==> config.mk <==
export PLATFORM = sky130hd
export DESIGN_NAME = fire_ctrl
export DESIGN_NICKNAME = d
export VERILOG_FILES = /design/src/rtl/fire_pkg.sv /design/src/rtl/fire_ctrl_debounce.sv /design/src/rtl/fire_ctrl.sv
export SDC_FILE = /design/constraint.sdc
export NUM_CORES = 1
export LEC_CHECK = 0
export BUFFER_PORTS_ARGS = -buffer_cell sky130_fd_sc_hd__buf_2
export CAP_MARGIN = 10
export CELL_PAD_IN_SITES_DETAIL_PLACEMENT = 0
export CELL_PAD_IN_SITES_GLOBAL_PLACEMENT = 1
export CORE_MARGIN = 3
export CORE_UTILIZATION = 40
export DETAILED_ROUTE_END_ITERATION = 6
export PLACE_DENSITY = 0.72
export SETUP_SLACK_MARGIN = 0.5
export SLEW_MARGIN = 20
export SYNTH_ARGS = -nofsm -noshare
export SYNTH_HDL_FRONTEND = slang
export SYNTH_SLANG_ARGS = --single-unit
==> constraint.sdc <==
create_clock -name clk -period 2.68 [get_ports clk]
set_clock_uncertainty 0.05 [all_clocks]
set_input_delay 0.804 -clock clk [delete_from_list [all_inputs] [get_ports clk]]
set_output_delay 0.804 -clock clk [all_outputs]
set_load 0.03 [all_outputs]
==> src/rtl/fire_pkg.sv <==
// Shared state encoding and default timing constants for the trigger front-end,
// so the status/display logic can decode the state output.
package fire_pkg;

    typedef enum logic [2:0] {
        IDLE         = 3'd0,
        FIRE         = 3'd1,
        COOLDOWN     = 3'd2,
        WAIT_RELEASE = 3'd3,
        FAULT        = 3'd4
    } fire_state_e;

    localparam int DEF_DEBOUNCE_CYCLES = 1_000_000;
    localparam int DEF_COOLDOWN_CYCLES = 25_000_000;
    localparam int DEF_STUCK_CYCLES    = 300_000_000;

endpackage

==> src/rtl/fire_ctrl_debounce.sv <==
// Two-flop synchronizer followed by a counting debouncer; the output level only
// flips after the synced input has disagreed with it for DEBOUNCE_CYCLES cycles.
module debounce
    import fire_pkg::*;
#(
    parameter int DEBOUNCE_CYCLES = DEF_DEBOUNCE_CYCLES
) (
    input  logic clk,
    input  logic reset,
    input  logic din,
    output logic dout
);

    localparam int CW = $clog2(DEBOUNCE_CYCLES) + 1;

    logic          sync1_q;
    logic          sync2_q;
    logic          db_q;
    logic [CW-1:0] cnt_q;

    // Any sample that agrees with the current level restarts the count.
    always_ff @(posedge clk) begin
        if (reset) begin
            sync1_q <= 1'b0;
            sync2_q <= 1'b0;
            db_q    <= 1'b0;
            cnt_q   <= '0;
        end else begin
            sync1_q <= din;
            sync2_q <= sync1_q;
            if (sync2_q != db_q) begin
                if (cnt_q == CW'(DEBOUNCE_CYCLES - 1)) begin
                    db_q  <= ~db_q;
                    cnt_q <= '0;
                end else begin
                    cnt_q <= cnt_q + 1'b1;
                end
            end else begin
                cnt_q <= '0;
            end
        end
    end

    assign dout = db_q;

endmodule

==> src/rtl/fire_ctrl.sv <==
// Trigger front-end: debounced press detection, single shot per press, cooldown,
// stuck-trigger and external jam fault latching with a sticky error flag.
module fire_ctrl
    import fire_pkg::*;
#(
    parameter int DEBOUNCE_CYCLES = DEF_DEBOUNCE_CYCLES,
    parameter int COOLDOWN_CYCLES = DEF_COOLDOWN_CYCLES,
    parameter int STUCK_CYCLES    = DEF_STUCK_CYCLES
) (
    input  logic       clk,
    input  logic       reset,
    input  logic       enable,
    input  logic       trigger,
    input  logic       fault_in,
    input  logic       clear_err,
    output logic       fire,
    output logic       error,
    output logic [2:0] state
);

    localparam int CCW = $clog2(COOLDOWN_CYCLES) + 1;
    localparam int SCW = $clog2(STUCK_CYCLES) + 1;

    fire_state_e    state_q;
    logic           fire_q;
    logic           error_q;
    logic           trigDb;
    logic           trigDb_q;
    logic           press;
    logic [CCW-1:0] coolCnt_q;
    logic [SCW-1:0] stuckCnt_q;

    debounce #(
        .DEBOUNCE_CYCLES(DEBOUNCE_CYCLES)
    ) u_debounce (
        .clk  (clk),
        .reset(reset),
        .din  (trigger),
        .dout (trigDb)
    );

    assign press = trigDb & ~trigDb_q;

    // Cooldown loads COOLDOWN_CYCLES-1 so that FIRE + COOLDOWN + one IDLE cycle
    // gives a minimum shot spacing of COOLDOWN_CYCLES+2.
    always_ff @(posedge clk) begin
        if (reset) begin
            state_q    <= IDLE;
            fire_q     <= 1'b0;
            error_q    <= 1'b0;
            trigDb_q   <= 1'b0;
            coolCnt_q  <= '0;
            stuckCnt_q <= '0;
        end else begin
            trigDb_q <= trigDb;
            fire_q   <= 1'b0;
            if (fault_in && (state_q != FAULT)) begin
                state_q <= FAULT;
                error_q <= 1'b1;
            end else begin
                case (state_q)
                    IDLE: begin
                        if (press && enable && !error_q) begin
                            state_q <= FIRE;
                            fire_q  <= 1'b1;
                        end
                    end
                    FIRE: begin
                        coolCnt_q <= CCW'(COOLDOWN_CYCLES - 1);
                        state_q   <= COOLDOWN;
                    end
                    COOLDOWN: begin
                        if (coolCnt_q == '0) begin
                            stuckCnt_q <= '0;
                            state_q    <= trigDb ? WAIT_RELEASE : IDLE;
                        end else begin
                            coolCnt_q <= coolCnt_q - 1'b1;
                        end
                    end
                    WAIT_RELEASE: begin
                        if (!trigDb) begin
                            state_q <= IDLE;
                        end else if (stuckCnt_q == SCW'(STUCK_CYCLES - 1)) begin
                            state_q <= FAULT;
                            error_q <= 1'b1;
                        end else begin
                            stuckCnt_q <= stuckCnt_q + 1'b1;
                        end
                    end
                    FAULT: begin
                        if (clear_err && !fault_in && !trigDb) begin
                            state_q <= IDLE;
                            error_q <= 1'b0;
                        end
                    end
                    default: state_q <= IDLE;
                endcase
            end
        end
    end

    assign fire  = fire_q;
    assign error = error_q;
    assign state = state_q;

endmodule

* After elaboration in Yosys (flattened, before gate mapping)
Index checks and enable logic that the tools add are counted.
Storage, ports and cells: flip-flop bits (word level) 86, input bits 6, output and inout bits 5, word-level logic and storage cells 83
Operators by class: $add $sub $neg 3, equality and inequality tests 21, mux-type cells 20, bitwise logic cells 6, reduce and logical (&&, ||, !) cells 22
Operators by type and width (number):
- $mux 30 | 3
- $pmux 30 s2 | 1
- $pmux 26 s2 | 1
- $add 30x1->30 const B | 1
- $eq 30x29->1 const B | 1
- $logic_not 26->1 | 1
- $mux 26 | 1
- $sub 26x1->26 const B | 1
- $add 21x1->21 const B | 1
- $eq 21x20->1 const B | 1
- $mux 3 | 6
- $ne 3x3->1 const B | 6
- $pmux 3 s5 | 1
- $reduce_and 4->1 | 3
- $ne 2x2->1 const B | 5
- $eq 3x2->1 const B | 2
- $reduce_or 3->1 | 2
- $logic_and 1x1->1 | 5
- $mux 1 | 5
- $not 1->1 | 5
- $reduce_and 5->1 | 1
- $ne 4x4->1 const B | 1
- $reduce_bool 2->1 | 2
- $eq 3x1->1 const B | 1
- 13 further kinds | 15

* Depth between registers and ports, before layout
Gate-level depths: netlist of run 1.
word-level depth 7, gate-level depth with buffers 10, gate-level depth less buffers 8

* Cells and area by module
From an unflattened synthesis of run 1, not the netlist that was laid out.
Unflattened totals: cell total of the unflattened synthesis 483, area, all modules 4207.8 um^2
Modules (own cells, without submodules):
- fire_ctrl | times used 1, cells an instance 364, area each 3131.8 um^2, sequential area each 1241.2 um^2
- debounce | times used 1, cells an instance 119, area each 1076.0 um^2, sequential area each 480.5 um^2

* Worst setup path before layout of run 1
No wires, ideal clock.
path type in2reg, from input port fault_in, to register stuckCnt_q[23], library setup time 0.059 ns, arrival time 2.230 ns, data required time 2.571 ns, setup slack 0.341 ns, cell stages on the path 6, buffers on the path 2, cell sequence clkbuf_1 -> inv_1 -> a31o_2 -> clkbuf_1 -> or4_1 -> nand2_1
On the way: word-level cells in the longest chain between the ends 3
Ends and longest elaborated chain:
- start, declared | line fire_ctrl.sv:14 | input logic fault_in,
- $logic_and 1x1->1 | line fire_ctrl.sv:57 | if (fault_in && (state_q != FAULT)) begin
- $not 1->1 (no line)
- $reduce_and 5->1 (no line)
- end signal, assigned | line fire_ctrl.sv:87 | stuckCnt_q <= stuckCnt_q + 1'b1;
- end, declared | line fire_ctrl.sv:31 | logic [SCW-1:0] stuckCnt_q;
Every way passes these cells. A chain may end at the register's enable or synchronous reset.

* Final worst setup path of run 1
from register coolCnt_q[4], to register stuckCnt_q[23]
On the way: word-level cells in the longest chain between the ends 3
Ends and longest elaborated chain:
- start, declared | line fire_ctrl.sv:30 | logic [CCW-1:0] coolCnt_q;
- start signal, assigned | line fire_ctrl.sv:69 | coolCnt_q <= CCW'(COOLDOWN_CYCLES - 1);
- start signal, assigned | line fire_ctrl.sv:77 | coolCnt_q <= coolCnt_q - 1'b1;
- $logic_not 26->1 | line fire_ctrl.sv:73 | if (coolCnt_q == '0) begin
- $ne 2x2->1 (no line)
- $reduce_and 5->1 (no line)
Every way passes these cells.

==> impl_metrics.env, run 1 <==
export IMPL_grt_usage_pct=17.4
export IMPL_syn_cell_area_um2=4280
export IMPL_min_path_type="reg2reg"
export IMPL_fin_tns_setup_ns=0
export IMPL_synth_edf_count=0
export IMPL_grt_pass1_vias=3512
export IMPL_nNetsFinal=554
export IMPL_die_y_um=109
export IMPL_routed_wl_um=10100
export IMPL_crit_arrival_ns=2.46
export IMPL_cts_buffers=9
export IMPL_grt_pass1_wl_um=16700
export IMPL_crit_chain="nor4_2 > nand4_1 > buf_6 > nor3_4 > o21ai_4 > buf_12 > or4_1 > nand2_1"
export IMPL_drcViolationCount=0
export IMPL_design_power_total_mw=2.26
export IMPL_dr_pass1_iters=6
export IMPL_period_share_pct=81.9
export IMPL_fp_dieW_um=109
export IMPL_synth_seq_cells=86
export IMPL_yosysTopAreaCell="dfxtp_1"
export IMPL_setup_viol=0
export IMPL_drtAntennaViolNets=0
export IMPL_post_place_ws_ns=0.239
export IMPL_layout_common_cells="74 x dfxtp_1, 73 x nor2_1, 44 x nand2_1"
export IMPL_holdWs_ns=0.392
export IMPL_io_pins=11
export IMPL_fin_crit_ns=2.20
export IMPL_max_slew_margin_pct=54.1
export IMPL_cts_tree="done"
export IMPL_synth_async_sr_flop_share_pct=0
export IMPL_place_congestion=0.778
export IMPL_clk_path_buf_depth=2
export IMPL_crit_fanout=19
export IMPL_syn_mean_instance_area_um2=8.30
export IMPL_route_vias_total=3776
export IMPL_cp_start_kind="flip-flop"
export IMPL_cts_sinks=86
export IMPL_grt_start_max_net_pins=22
export IMPL_ys_flop_type="dfxtp_1"
export IMPL_ys_types=60
export IMPL_area_delta_synth_final_pct=18.1
export IMPL_max_vdd_ir_drop_uv=259
export IMPL_hold_buffers=0
export IMPL_status="finished clean"
export IMPL_syn_inst=515
export IMPL_antenna_cells=0
export IMPL_grt_antenna_before_repair=0
export IMPL_finalHoldViolCount=0
export IMPL_die_area_um2=12000
export IMPL_drive_gt1_share_pct=20.5
export IMPL_crit_buf_inv=2
export IMPL_ys_warnings_count=0
export IMPL_wire_per_inst_um=14.7
export IMPL_place_hpwl_um=6840
export IMPL_critPathKind="reg2reg"
export IMPL_rsz0062_at_grt="yes"
export IMPL_drt_iter0_markers=202
export IMPL_crit_family="simple AND/OR/NAND/NOR gates"
export IMPL_leakage_nw=1.71
export IMPL_ys_seq_area_share_pct=40.3
export IMPL_final_common_cell="dfxtp_1"
export IMPL_rows=37
export IMPL_synth_area_top_cells="dfxtp_1 40%, nor2_1 6.6%, xor2_1 5.9%, nand2_1 4.0%, a21oi_1 3.9%"
export IMPL_fin_ws_ns=0.484
export IMPL_clock_root_buffer="clkbuf_8"
export IMPL_clkLatencyLatePin_ns=0.36
export IMPL_syn_num_nets=524
export IMPL_slowest_stage="or4_1"
export IMPL_max_slew_worst_pin_slew_ns=0.687
export IMPL_required_ns=2.94
export IMPL_clock_fmax_mhz=455
export IMPL_maxSlewViolCount=0
export IMPL_overflow=0
export IMPL_port_buffers=10
export IMPL_max_cap_violations=0
export IMPL_powerDensity_nw_per_um2=447
export IMPL_clk_pin_slew_worst_paths_ns=0.09
export IMPL_synth_top_area_share_pct=40.3
export IMPL_initial_core_util_pct=41.2
export IMPL_slowest_delay_ns=0.47
export IMPL_via_per_inst=5.50
export IMPL_h_tree_depth=3
export IMPL_core_area_um2=10400
export IMPL_endpoint_kind="flip-flop"
final cells by class:
| type | count | area, µm² |
|---|---|---|
| Clock buffer | 11 | 131 |
| Clock inverter | 5 | 60.1 |
| Fill cell | 1041 | 5320 |
| Inverter | 8 | 32.5 |
| Multi-Input combinational cell | 399 | 2610 |
| Sequential cell | 86 | 1740 |
| Tap cell | 136 | 170 |
| Timing Repair Buffer | 41 | 307 |
path summary, 6_finish.rpt:
check | startpoint | endpoint | slack, ns | depth (start not counted)
hold reg to reg | u_debounce.sync1_q | u_debounce.sync2_q | 0.39 | 1
setup / recovery | coolCnt_q[4] | stuckCnt_q[23] | 0.48 | 8
hold / removal | u_debounce.sync1_q | u_debounce.sync2_q | 0.39 | 1
setup reg to reg | coolCnt_q[4] | stuckCnt_q[23] | 0.48 | 8
state kept, by name (all words and copies together) (netlist names):
name,flops
u_debounce.dout,1
u_debounce.sync2_q,1
u_debounce.sync1_q,1
u_debounce.cnt_q,21
state,3
stuckCnt_q,30
trigDb_q,1
coolCnt_q,26
error,1
fire,1
logic make-up after synthesis:
group	share of synthesized area, %
and+or+nand+nor	31.7
adders and majority gates	0.878
AOI/OAI and AO/OA	15.1
xor gates and xnor gates	8.40
muxes	0.732
DFF	40.3
buffers and inverters	2.99
what timing repair did:
action	in CTS	in global routing
setup buffers	7	7
gates cloned	1	0
setup endpoints to repair	51	43
gates resized for setup	20	34
pin swaps	7	11
where the power goes:
group / switching [mW] / leakage, nW / internal (mW)
Combinational: 0.0447 / 0.914 / 0.0196
Clock: 0.476 / 0.0935 / 0.434
Sequential: 0.00329 / 0.700 / 1.28
worst reg2reg max path: stages, from the launching register on:
cell and delay [ns]:
dfxtp_1 0.38, nor4_2 0.36, nand4_1 0.16, buf_6 0.17, nor3_4 0.22, o21ai_4 0.08
buf_12 0.17, or4_1 0.47, nand2_1 0.08
cells in the mapped netlist (all sizes together) (2+ instances only):
master,instances
a311oi,5
buf,9
a21oi,33
and3,6
o31ai,6
nand2b,8
nor2b,3
nand3,22
a31o,3
nor4b,4
o21a,3
dfxtp,86
or4,8
nand2,47
o311ai,3
and2,7
or3,14
nand4,18
inv,8
a41oi,2
a211oi,7
mux2i,2
xnor2,12
nor3,17
a31oi,3
o21ai,12
and4,7
xor2,29
nor2,77
ha,3
o211ai,8
nand4b,2
nor4,10
clkbuf,13
nor3b,6
layer usage:
metal,wire [µm],GRT usage [%]
met4,180,6.32
met2,4810,28.0
met3,243,3.82
met1,4850,23.0
met5,0,0
metrics by stage:
stage	instances	utilization, %	area, µm²
after floorplan	515	-	4310
after global placement	655	43.8	4540
after detailed placement	655	43.8	4540
after CTS	679	47.0	4870
after global routing	686	48.7	5050
final	686	48.7	5050
Power figures use the tool's default switching activity.
==> inputs of run 2 (changes only) <==
- clock period: 2.68 -> 2.25 ns (I/O delays scaled with it)
==> run 2 against run 1 <==
  * Sequential power is 20% higher
  * Cell count up 12%
  * Critical path type unchanged
  * Register-to-register slack worse by 0.36 ns
  * Non-clock buffer count up 77
  * Critical path depth shrank 1
  * Global-route usage is 2.2 points higher
  * Utilization up 12 points
  * Die area unchanged
  * Flip-flop and latch count unchanged
==> impl_metrics.env, run 2 (synthesized netlist as in run 1, its figures left out) <==
export IMPL_drt_iter0_markers=239
export IMPL_clkLatencyLatePin_ns=0.38
export IMPL_slowest_stage="or3_4"
export IMPL_core_area_um2=10400
export IMPL_drtAntennaViolNets=0
export IMPL_crit_path_end="stuckCnt_q[11]"
export IMPL_initial_core_util_pct=41.2
export IMPL_ff2ff_setup_slack_ns=0.12
export IMPL_wl_met2_um=5720
export IMPL_regMostFlops="stuckCnt_q"
export IMPL_status="finished clean"
export IMPL_crit_chain="nand4_1 > or3_4 > o41a_1 > buf_6 > o21ai_4 > xor2_1 > nor2_1"
export IMPL_largest_reg_flops=30
export IMPL_design_power_total_mw=2.73
export IMPL_cts_tree="done"
export IMPL_die_y_um=109
export IMPL_top_layer_used="met4"
export IMPL_period_share_pct=94.6
export IMPL_crit_fanout=5
export IMPL_required_ns=2.48
export IMPL_overflow=0
export IMPL_clock_root_buffer="clkbuf_8"
export IMPL_reg_top3="stuckCnt_q (30), coolCnt_q (26), u_debounce.cnt_q (21)"
export IMPL_max_vdd_ir_drop_uv=455
export IMPL_rr_endpoint="stuckCnt_q[11]"
export IMPL_place_congestion=0.810
export IMPL_min_path_type="reg2reg"
export IMPL_fp_dieW_um=109
export IMPL_grt_pass1_wl_um=18600
export IMPL_h_tree_depth=3
export IMPL_grt_start_max_net_pins=22
export IMPL_finalHoldViolCount=0
export IMPL_crit_family="simple AND/OR/NAND/NOR gates"
export IMPL_routed_wl_um=11500
export IMPL_dp_cells=688
export IMPL_rsz0062_at_grt="yes"
export IMPL_dr_pass1_iters=4
export IMPL_powerDensity_nw_per_um2=436
export IMPL_grt_pass1_vias=3882
export IMPL_post_place_ws_ns=0.00697
export IMPL_met1_length_um=5090
export IMPL_holdPathStages=1
export IMPL_route_met3_wl_um=550
export IMPL_grt_antenna_before_repair=0
export IMPL_io_pins=11
export IMPL_multi_input_area_um2=3050
export IMPL_r2r_cells=7
export IMPL_fin_ws_ns=0.122
export IMPL_via_per_inst=5.47
export IMPL_max_slew_margin_pct=72.9
export IMPL_wire_per_inst_um=15.0
export IMPL_clk_pin_slew_worst_paths_ns=0.09
export IMPL_slowest_delay_ns=0.47
export IMPL_maxSlewViolCount=0
export IMPL_nNetsFinal=634
export IMPL_max_slew_worst_pin_slew_ns=0.403
export IMPL_endpoint_kind="flip-flop"
export IMPL_leakage_nw=2.27
export IMPL_worstSetupStartpoint="stuckCnt_q[5]"
export IMPL_fin_tns_setup_ns=0
export IMPL_layout_common_cells="72 x buf_4, 67 x nor2_1, 59 x dfxtp_1"
export IMPL_drive_gt1_share_pct=41.7
export IMPL_register_area_um2=1760
export IMPL_max_cap_violations=0
export IMPL_fillerInstances=898
export IMPL_critPathKind="reg2reg"
export IMPL_final_common_cell="buf_4"
export IMPL_port_buffers=10
export IMPL_cts_buffers=9
export IMPL_route_vias_total=4190
export IMPL_r2r_start="stuckCnt_q[5]"
export IMPL_crit_arrival_ns=2.36
export IMPL_drcViolationCount=0
export IMPL_antenna_cells=0
export IMPL_die_area_um2=12000
export IMPL_final_cells=766
export IMPL_setup_viol=0
export IMPL_rows=37
export IMPL_cp_depth=7
export IMPL_fin_crit_ns=2.13
export IMPL_grt_usage_pct=19.7
export IMPL_clk_path_buf_depth=2
export IMPL_cts_sinks=86
export IMPL_cp_start_kind="flip-flop"
export IMPL_clock_fmax_mhz=470
export IMPL_place_hpwl_um=7130
export IMPL_area_delta_synth_final_pct=46.4
export IMPL_crit_buf_inv=1
run 2: cell count changes in the layout (fill, tap and decap cells not counted), moves of 8 or more:
cell | previous run | this run
a21oi_1 | 30 | 21
a21oi_2 | 3 | 11
buf_4 | 27 | 72
buf_6 | 3 | 34
dfxtp_1 | 74 | 59
dfxtp_2 | 11 | 25
run 2: area by class of cell:
class / count / share of cell area [%]
Multi-Input combinational cell: 402 / 48.7
Inverter: 8 / 0.520
Sequential cell: 86 / 28.1
Timing Repair Buffer: 118 / 16.7
Tap cell: 136 / 2.72
Clock buffer: 11 / 2.60
Clock inverter: 5 / 0.620
run 2: layer usage:
layer	vias to the layer above	global-route usage, %
li1	2077	-
met1	2012	24.8
met2	84	32.2
met3	17	6.28
met4	0	5.79
met5	-	0
run 2: how the worst min path moves through the flow:
stage	to	start	slack, ns
2_1_floorplan	u_debounce.sync2_q	u_debounce.sync1_q	0.36
3_3_place_gp	u_debounce.sync2_q	u_debounce.sync1_q	0.38
3_5_place_dp	u_debounce.sync2_q	u_debounce.sync1_q	0.38
4_1_cts	u_debounce.sync2_q	u_debounce.sync1_q	0.41
5_1_grt	u_debounce.cnt_q[0]	u_debounce.cnt_q[0]	0.41
6_report	u_debounce.cnt_q[0]	u_debounce.cnt_q[0]	0.38
run 2: timing repair:
item / CTS / global route
hold buffers: 0 / 0
resized for setup: 93 / 67
pin swaps: 58 / 52
endpoints found under the setup margin: 63 / 85
hold endpoints to repair: 0 / 0
buffers inserted: 42 / 17
gates cloned: 3 / 0
run 2: worst reg2reg max path: stages, from the launching register on:
cell and delay [ns]:
dfxtp_2 0.34, nand4_1 0.20, or3_4 0.47, o41a_1 0.37
buf_6 0.16, o21ai_4 0.23, xor2_1 0.17, nor2_1 0.05
run 2: power breakdown:
part / internal (mW) / leakage (nW) / switching [mW]
sequential: 1.52 / 0.707 / 0.00435
clock: 0.506 / 0.101 / 0.602
combinational: 0.0347 / 1.46 / 0.0592
run 2: per-stage QoR:
step                      hold WS [ns]  utilization (%)  instance area [µm²]
after floorplan                  0.364                -                 4480
after detailed placement         0.382             47.5                 4920
final                            0.384             60.4                 6260
after global placement           0.384             47.5                 4920
after global routing             0.408             60.4                 6260
after CTS                        0.414             56.5                 5860
